`src/rtl/proc_mc.sv`:
```
// Multi-cycle RV32I(+MUL) core: one instruction at a time over a single req/ack memory port,
// with MMIO stores driving an integer/float console and a sticky halt.
module proc_mc #(
  parameter logic [31:0] RESET_PC  = 32'd0,
  parameter int unsigned NUM_REGS  = 32,
  parameter bit          ENABLE_M  = 1'b1,
  parameter logic [31:0] OUT_ADDR  = 32'd1000,
  parameter logic [31:0] HALT_ADDR = 32'd1004,
  parameter logic [31:0] OUTF_ADDR = 32'd1008
) (
  input  logic        clk_i,
  input  logic        rst_i,
  output logic [31:0] mem_addr_o,
  output logic [31:0] mem_wr_data_o,
  output logic        mem_wr_req_o,
  output logic        mem_rd_req_o,
  input  logic [31:0] mem_rd_data_i,
  input  logic        mem_ack_i,
  input  logic        mem_busy_i,
  output logic [31:0] out_o,
  output logic        outen_o,
  output logic        outflen_o,
  output logic        halt_o,
  output logic [31:0] pc_o,
  output logic [2:0]  state_o,
  output logic [31:0] x1_o
);
  localparam int unsigned RegAw = $clog2(NUM_REGS);

  typedef enum logic [2:0] {
    StFetch  = 3'd0,
    StIwait  = 3'd1,
    StExec   = 3'd2,
    StDwait  = 3'd3,
    StHalted = 3'd4
  } state_e;

  localparam logic [6:0] OpLoad   = 7'h03;
  localparam logic [6:0] OpImm    = 7'h13;
  localparam logic [6:0] OpAuipc  = 7'h17;
  localparam logic [6:0] OpStore  = 7'h23;
  localparam logic [6:0] OpReg    = 7'h33;
  localparam logic [6:0] OpLui    = 7'h37;
  localparam logic [6:0] OpBranch = 7'h63;
  localparam logic [6:0] OpJalr   = 7'h67;
  localparam logic [6:0] OpJal    = 7'h6f;

  state_e      state_q;
  logic [31:0] pc_q, ir_q, mem_addr_q, mem_wr_data_q, out_q;
  logic        mem_rd_req_q, mem_wr_req_q, outen_q, outflen_q, halt_q, issued_q;
  logic [31:0] regs_q [NUM_REGS];

  logic [6:0]  opcode, funct7;
  logic [2:0]  funct3;
  logic [4:0]  rd, rs1, rs2;
  logic [31:0] imm_i, imm_s, imm_b, imm_u, imm_j;
  logic [31:0] rs1_val, rs2_val, op_b, mul_res, alu_res, wb_data, ea, pc_plus4, next_pc;
  logic [4:0]  shamt;
  logic        br_taken, illegal, use_rd, use_rs1, use_rs2;

  function automatic logic reg_ok(input logic [4:0] idx);
    return {27'd0, idx} < NUM_REGS;
  endfunction

  assign opcode = ir_q[6:0];
  assign rd     = ir_q[11:7];
  assign funct3 = ir_q[14:12];
  assign rs1    = ir_q[19:15];
  assign rs2    = ir_q[24:20];
  assign funct7 = ir_q[31:25];
  assign imm_i  = {{20{ir_q[31]}}, ir_q[31:20]};
  assign imm_s  = {{20{ir_q[31]}}, ir_q[31:25], ir_q[11:7]};
  assign imm_b  = {{19{ir_q[31]}}, ir_q[31], ir_q[7], ir_q[30:25], ir_q[11:8], 1'b0};
  assign imm_u  = {ir_q[31:12], 12'h000};
  assign imm_j  = {{11{ir_q[31]}}, ir_q[31], ir_q[19:12], ir_q[20], ir_q[30:21], 1'b0};

  // Out-of-range indices read as zero; such instructions are flagged illegal anyway.
  assign rs1_val  = (rs1 != 5'd0 && reg_ok(rs1)) ? regs_q[rs1[RegAw-1:0]] : '0;
  assign rs2_val  = (rs2 != 5'd0 && reg_ok(rs2)) ? regs_q[rs2[RegAw-1:0]] : '0;
  assign op_b     = (opcode == OpReg) ? rs2_val : imm_i;
  assign shamt    = op_b[4:0];
  assign mul_res  = rs1_val * rs2_val;
  assign ea       = rs1_val + ((opcode == OpStore) ? imm_s : imm_i);
  assign pc_plus4 = pc_q + 32'd4;

  always_comb begin
    alu_res = '0;
    unique case (funct3)
      3'b000: begin
        if (opcode == OpReg && funct7 == 7'h01) alu_res = mul_res;
        else if (opcode == OpReg && funct7 == 7'h20) alu_res = rs1_val - op_b;
        else alu_res = rs1_val + op_b;
      end
      3'b001: alu_res = rs1_val << shamt;
      3'b010: alu_res = {31'd0, $signed(rs1_val) < $signed(op_b)};
      3'b011: alu_res = {31'd0, rs1_val < op_b};
      3'b100: alu_res = rs1_val ^ op_b;
      3'b101: alu_res = funct7[5] ? 32'($signed(rs1_val) >>> shamt) : rs1_val >> shamt;
      3'b110: alu_res = rs1_val | op_b;
      3'b111: alu_res = rs1_val & op_b;
    endcase
  end

  always_comb begin
    case (funct3)
      3'b000:  br_taken = rs1_val == rs2_val;
      3'b001:  br_taken = rs1_val != rs2_val;
      3'b100:  br_taken = $signed(rs1_val) < $signed(rs2_val);
      3'b101:  br_taken = $signed(rs1_val) >= $signed(rs2_val);
      3'b110:  br_taken = rs1_val < rs2_val;
      3'b111:  br_taken = rs1_val >= rs2_val;
      default: br_taken = 1'b0;
    endcase
  end

  always_comb begin
    illegal = 1'b0;
    use_rd  = 1'b1;
    use_rs1 = 1'b1;
    use_rs2 = 1'b0;
    wb_data = alu_res;
    next_pc = pc_plus4;
    case (opcode)
      OpReg: begin
        use_rs2 = 1'b1;
        if (funct7 == 7'h01) illegal = !ENABLE_M || funct3 != 3'b000;
        else if (funct7 == 7'h20) illegal = funct3 != 3'b000 && funct3 != 3'b101;
        else illegal = funct7 != 7'h00;
      end
      OpImm: begin
        if (funct3 == 3'b001) illegal = funct7 != 7'h00;
        else if (funct3 == 3'b101) illegal = funct7 != 7'h00 && funct7 != 7'h20;
      end
      OpLui: begin
        use_rs1 = 1'b0;
        wb_data = imm_u;
      end
      OpAuipc: begin
        use_rs1 = 1'b0;
        wb_data = pc_q + imm_u;
      end
      OpJal: begin
        use_rs1 = 1'b0;
        wb_data = pc_plus4;
        next_pc = pc_q + imm_j;
      end
      OpJalr: begin
        illegal = funct3 != 3'b000;
        wb_data = pc_plus4;
        next_pc = ea & ~32'd1;
      end
      OpBranch: begin
        use_rd  = 1'b0;
        use_rs2 = 1'b1;
        illegal = funct3 == 3'b010 || funct3 == 3'b011;
        next_pc = br_taken ? pc_q + imm_b : pc_plus4;
      end
      OpLoad:  illegal = funct3 != 3'b010;
      OpStore: begin
        use_rd  = 1'b0;
        use_rs2 = 1'b1;
        illegal = funct3 != 3'b010;
      end
      default: illegal = 1'b1;
    endcase
    if ((use_rd && !reg_ok(rd)) || (use_rs1 && !reg_ok(rs1)) || (use_rs2 && !reg_ok(rs2))) begin
      illegal = 1'b1;
    end
  end

  always_ff @(posedge clk_i) begin
    if (rst_i) begin
      state_q       <= StFetch;
      pc_q          <= RESET_PC;
      ir_q          <= '0;
      mem_addr_q    <= '0;
      mem_wr_data_q <= '0;
      mem_rd_req_q  <= 1'b0;
      mem_wr_req_q  <= 1'b0;
      out_q         <= '0;
      outen_q       <= 1'b0;
      outflen_q     <= 1'b0;
      halt_q        <= 1'b0;
      issued_q      <= 1'b0;
      for (int i = 0; i < NUM_REGS; i++) regs_q[i] <= '0;
    end else begin
      mem_rd_req_q <= 1'b0;
      mem_wr_req_q <= 1'b0;
      outen_q      <= 1'b0;
      outflen_q    <= 1'b0;
      unique case (state_q)
        StFetch: begin
          if (!mem_busy_i) begin
            mem_addr_q   <= pc_q;
            mem_rd_req_q <= 1'b1;
            state_q      <= StIwait;
          end
        end
        StIwait: begin
          if (mem_ack_i) begin
            ir_q    <= mem_rd_data_i;
            state_q <= StExec;
          end
        end
        StExec: begin
          if (illegal || (opcode == OpStore && ea == HALT_ADDR)) begin
            state_q <= StHalted;
            halt_q  <= 1'b1;
          end else if (opcode == OpLoad ||
                       (opcode == OpStore && ea != OUT_ADDR && ea != OUTF_ADDR)) begin
            // Issue straight from EXEC when the port is free to save a DWAIT cycle.
            state_q  <= StDwait;
            issued_q <= !mem_busy_i;
            if (!mem_busy_i) begin
              mem_addr_q    <= ea;
              mem_wr_data_q <= rs2_val;
              mem_rd_req_q  <= opcode == OpLoad;
              mem_wr_req_q  <= opcode == OpStore;
            end
          end else begin
            state_q <= StFetch;
            pc_q    <= next_pc;
            if (opcode == OpStore) begin
              out_q     <= rs2_val;
              outen_q   <= ea == OUT_ADDR;
              outflen_q <= ea == OUTF_ADDR;
            end
            if (use_rd && rd != 5'd0) regs_q[rd[RegAw-1:0]] <= wb_data;
          end
        end
        StDwait: begin
          if (!issued_q) begin
            if (!mem_busy_i) begin
              issued_q      <= 1'b1;
              mem_addr_q    <= ea;
              mem_wr_data_q <= rs2_val;
              mem_rd_req_q  <= opcode == OpLoad;
              mem_wr_req_q  <= opcode == OpStore;
            end
          end else if (mem_ack_i) begin
            if (opcode == OpLoad && rd != 5'd0) regs_q[rd[RegAw-1:0]] <= mem_rd_data_i;
            issued_q <= 1'b0;
            pc_q     <= pc_plus4;
            state_q  <= StFetch;
          end
        end
        StHalted: halt_q <= 1'b1;
        default:  state_q <= StHalted;
      endcase
    end
  end

  assign mem_addr_o    = mem_addr_q;
  assign mem_wr_data_o = mem_wr_data_q;
  assign mem_wr_req_o  = mem_wr_req_q;
  assign mem_rd_req_o  = mem_rd_req_q;
  assign out_o         = out_q;
  assign outen_o       = outen_q;
  assign outflen_o     = outflen_q;
  assign halt_o        = halt_q;
  assign pc_o          = pc_q;
  assign state_o       = state_q;
  assign x1_o          = regs_q[1];

endmodule
```
`config.mk`:
```
export PLATFORM = sky130hd
export DESIGN_NAME = proc_mc
export DESIGN_NICKNAME = d
export VERILOG_FILES = /design/src/rtl/proc_mc.sv
export SDC_FILE = /design/constraint.sdc
export NUM_CORES = 2
export LEC_CHECK = 0
export BUFFER_PORTS_ARGS = -buffer_cell sky130_fd_sc_hd__buf_2
export CAP_MARGIN = 15
export CELL_PAD_IN_SITES_DETAIL_PLACEMENT = 0
export CELL_PAD_IN_SITES_GLOBAL_PLACEMENT = 1
export CORE_ASPECT_RATIO = 0.5
export CORE_MARGIN = 1.5
export CORE_UTILIZATION = 55
export DETAILED_ROUTE_END_ITERATION = 16
export PLACE_DENSITY_LB_ADDON = 0.1
export RECOVER_POWER = 100
export REMOVE_ABC_BUFFERS = 1
export SLEW_MARGIN = 20
export SYNTH_ARGS = -nofsm -noshare
export SYNTH_HDL_FRONTEND = slang
export SYNTH_SLANG_ARGS = --single-unit
```
`constraint.sdc`:
```
create_clock -name clk_i -period 24.1 [get_ports clk_i]
set_clock_uncertainty 0.1 [all_clocks]
set_input_delay 4.82 -clock clk_i [delete_from_list [all_inputs] [get_ports clk_i]]
set_output_delay 4.82 -clock clk_i [all_outputs]
set_load 0.05 [all_outputs]
```
==> summary.md <==
| Metric | Value |
|---|---|
| I/O pin count | 204 |
| GRT Overall Usage | 0.439 |
| CTS tree | yes |
| Pin count of the biggest net entering global routing | 89 |
| Max-cap violation count | 89 |
| Count of final max-slew check failures | 2738 |
| Syn Area/Cell | 10.7 um2 |
| Initial Util | 0.557 |
| Crit path arrival time | 18220 ps |
| Clock latency on the worst-skew pair | 800 ps |
| Post-CTS setup buffer count | 0 |
| CP max stage cell | clkbuf_1 |
| Dominant synthesized flop cell | edfxtp_1 |
| Main combinational cell family by area after synthesis | multiplexers |
| Area Growth Syn to Fin | 6.68% |
| H-tree levels | 3 |
| # setup viols final | 0 |
| Peak supply drop | 0.0630 mV |
| Hold-fix buffers, CTS | 0 |
| Simple-Gate Fraction of Synth Area | 0.128 |
| Worst Hold Class | flop to flop |
| EDFF count, synth | 1024 |
| Core area | 0.165 mm2 |
| Synth Cell Area | 0.0919 mm2 |
| Share of layout cells above drive strength 1 | 0.137 |
| Clk buf depth | 3 |
| Met2 Use GR | 0.623 |
| Final Cycle Share | 0.744 |
| Routed len/inst | 34.6 um |
| 1st-iter DRT viols | 11.3k |
| CTS Sinks | 1202 |
| DRT Pass-1 Iters | 9 |
| Final Hold Fails | 0 |
| Cell area after layout | 0.0980 mm2 |
| GRT Residual Overflow | 0 |
| Via density | 6.92 |
| Final nets | 9361 |
| Mux contribution to synthesized area | 0.175 |
| GR peak layer | met2 |
| Cell Pwr Density | 59.7 mW/mm2 |
| Routability Congestion | 1.02 |
| Post-CTS Resized | 0 |
| Post-synth cell types | 115 |
| Req. time, crit path | 24390 ps |
| Antenna violations before repair | 16 |
| CP bufs+invs | 9 |
| Fmax | 0.0558 GHz |
| Final wirelength | 375 mm |
| Vias in the first global route | 71.5k |
| Register area share after synthesis | 0.373 |
| DPL Wire Length | 255 mm |
| Max-Slew Margin vs Limit | -1.57 |
| P_leak | 36.2 nW |
| Clk pin slew, worst setup/hold paths | 70 ps |
| CP dominant cell by count | fa_1 |
| Global routing met3 resource utilization | 0.164 |
| Failing checks | max-capacitance violations, max-slew violations |
| # rows | 105 |
| First-pass GRT wire length | 528 mm |
| # DRC | 0 |
| Die Width | 581 um |
| Status | finished, violations left |
| Crit end category | flop |
| Via count | 75.0k |
| Area fraction of the dominant cell type after synthesis | 0.335 |
| Worst slew pin tran | 3850 ps |
| FFs w/ async S/R, synth | 0 |
| Die span in y | 292 um |
| Dpl cell area | 0.0953 mm2 |
| Synth Area in Compound Gates | 0.102 |
| Cell taking the most area after synthesis | edfxtp_1 |
| Flops & latches, synth | 1202 |
| Crit path largest cell delay | 2840 ps |
| Root Driver | clkbuf_16 |
| CP max FO | 42 |
| Pwr Total | 5.85 mW |
| XOR/XNOR share of the synthesized area | 0.0214 |
| Synth warn | 0 |
| RSZ-0062 raised after global routing | no |
| Synth area leaders | edfxtp_1 33%, mux4_2 15%, fa_1 9.0%, nor2_1 6.5%, ha_1 4.8% |
| Fin crit period | 17930 ps |
| CTS buffer count | 108 |
| Crit-path leading delay family | buffers and inverters |
| Top post-synthesis cells by count | 1600 x nor2_1, 1024 x edfxtp_1, 711 x nand2_1 |
| Startpoint types | flop |
| Die area | 0.170 mm2 |
| Setup CP Type | flop to flop |
| Setup_tns | 0 ps |
| Most frequent cell after synthesis | nor2_1 |
| Port bufs | 202 |
| Mapped Cells | 8617 |
| Global Route met1 Usage | 0.604 |
| Routed Antenna Nets | 0 |
| Post-Synth Adder-Cell Area | 0.138 |
through the flow:
step	cells	hold WS [ps]	setup slack, ps	utilization
after floorplan	7962	352	2000	-
after global placement	10600	339	10610	0.578
after detailed placement	10600	344	10490	0.578
after CTS	10800	353	10470	0.599
after global routing	10800	371	4910	0.594
final	10900	356	6170	0.594
placed cells by master, fill, tap and decap left out, drive strengths merged, types with 28 or more instances in the layout:
cell type / count
nor2: 1601
edfxtp: 1024
nand2: 713
inv: 630
mux4: 609
a21oi: 449
fa: 414
clkbuf: 394
ha: 354
o21ai: 335
buf: 226
mux2i: 185
dfxtp: 178
xnor2: 139
nor3: 135
nand3: 92
a21o: 91
a211oi: 79
clkinv: 78
xor2: 62
o211ai: 54
a31oi: 46
mux2: 44
nand2b: 38
and3: 35
conb: 33
nor2b: 33
o221ai: 32
and2: 31
o21bai: 30
a221oi: 28
a22oi: 28
area by class of cell:
class / count / area [um2]
sequential: 1202 / 34300
timing repair buffer: 485 / 2640
clock buffer: 135 / 2840
multi-input combinational: 6114 / 52300
antenna: 5 / 12.5
clock inverter: 70 / 671
tap: 2193 / 2740
fill: 14100 / 66900
inverter: 646 / 2430
flip-flops by register name, summed over array words and instances (netlist names), named ones only:
register       flops
ir_q              32
mem_wr_req_o       1
out_o             32
pc_o              31
halt_o             1
mem_wr_data_o     32
outen_o            1
mem_rd_req_o       1
issued_q           1
outflen_o          1
state_o            3
regs_q          1024
mem_addr_o        32
cells by family (layout without fill, tap and decap cells):
group / Yosys count / in the layout
compound gates: 1440 / 1440
fa+ha+maj: 768 / 768
simple gates: 2825 / 2825
other cells: 1 / 38
mux: 838 / 838
buf+inv: 1333 / 1336
flops: 1202 / 1202
xor+xnor: 210 / 210
worst register-to-register path: cells and delay by family, from the launching register on:
family / cells / cell delay, ps
and+or+nand+nor: 4 / 630
xor gates and xnor gates: 1 / 280
adders and majority gates: 9 / 3800
DFF: 1 / 630
buffers and inverters: 9 / 8610
muxes: 3 / 990
AOI/OAI and AO/OA: 8 / 2530
final timing paths:
check,depth (start not counted),from,end,slack [ps]
worst max-delay path,34,flop,regs_q[17][21],6170
worst min-delay path,2,out_o[21],out_o[21],360
worst max register to register,34,flop,regs_q[17][21],6170
worst min register to register,2,out_o[21],out_o[21],360
power by group:
group | switching (mW) | internal [mW]
clock | 0.860 | 0.922
sequential | 0.0495 | 2.32
combinational | 1.20 | 0.500
total | 2.11 | 3.74
per-layer routing:
metal | up-vias | wire, um
li1 | 30600 | -
met1 | 37600 | 141000
met2 | 5763 | 156000
met3 | 1013 | 59500
met4 | 14 | 19200
met5 | - | 95
Note: power is estimated with default switching activity, not from simulation.
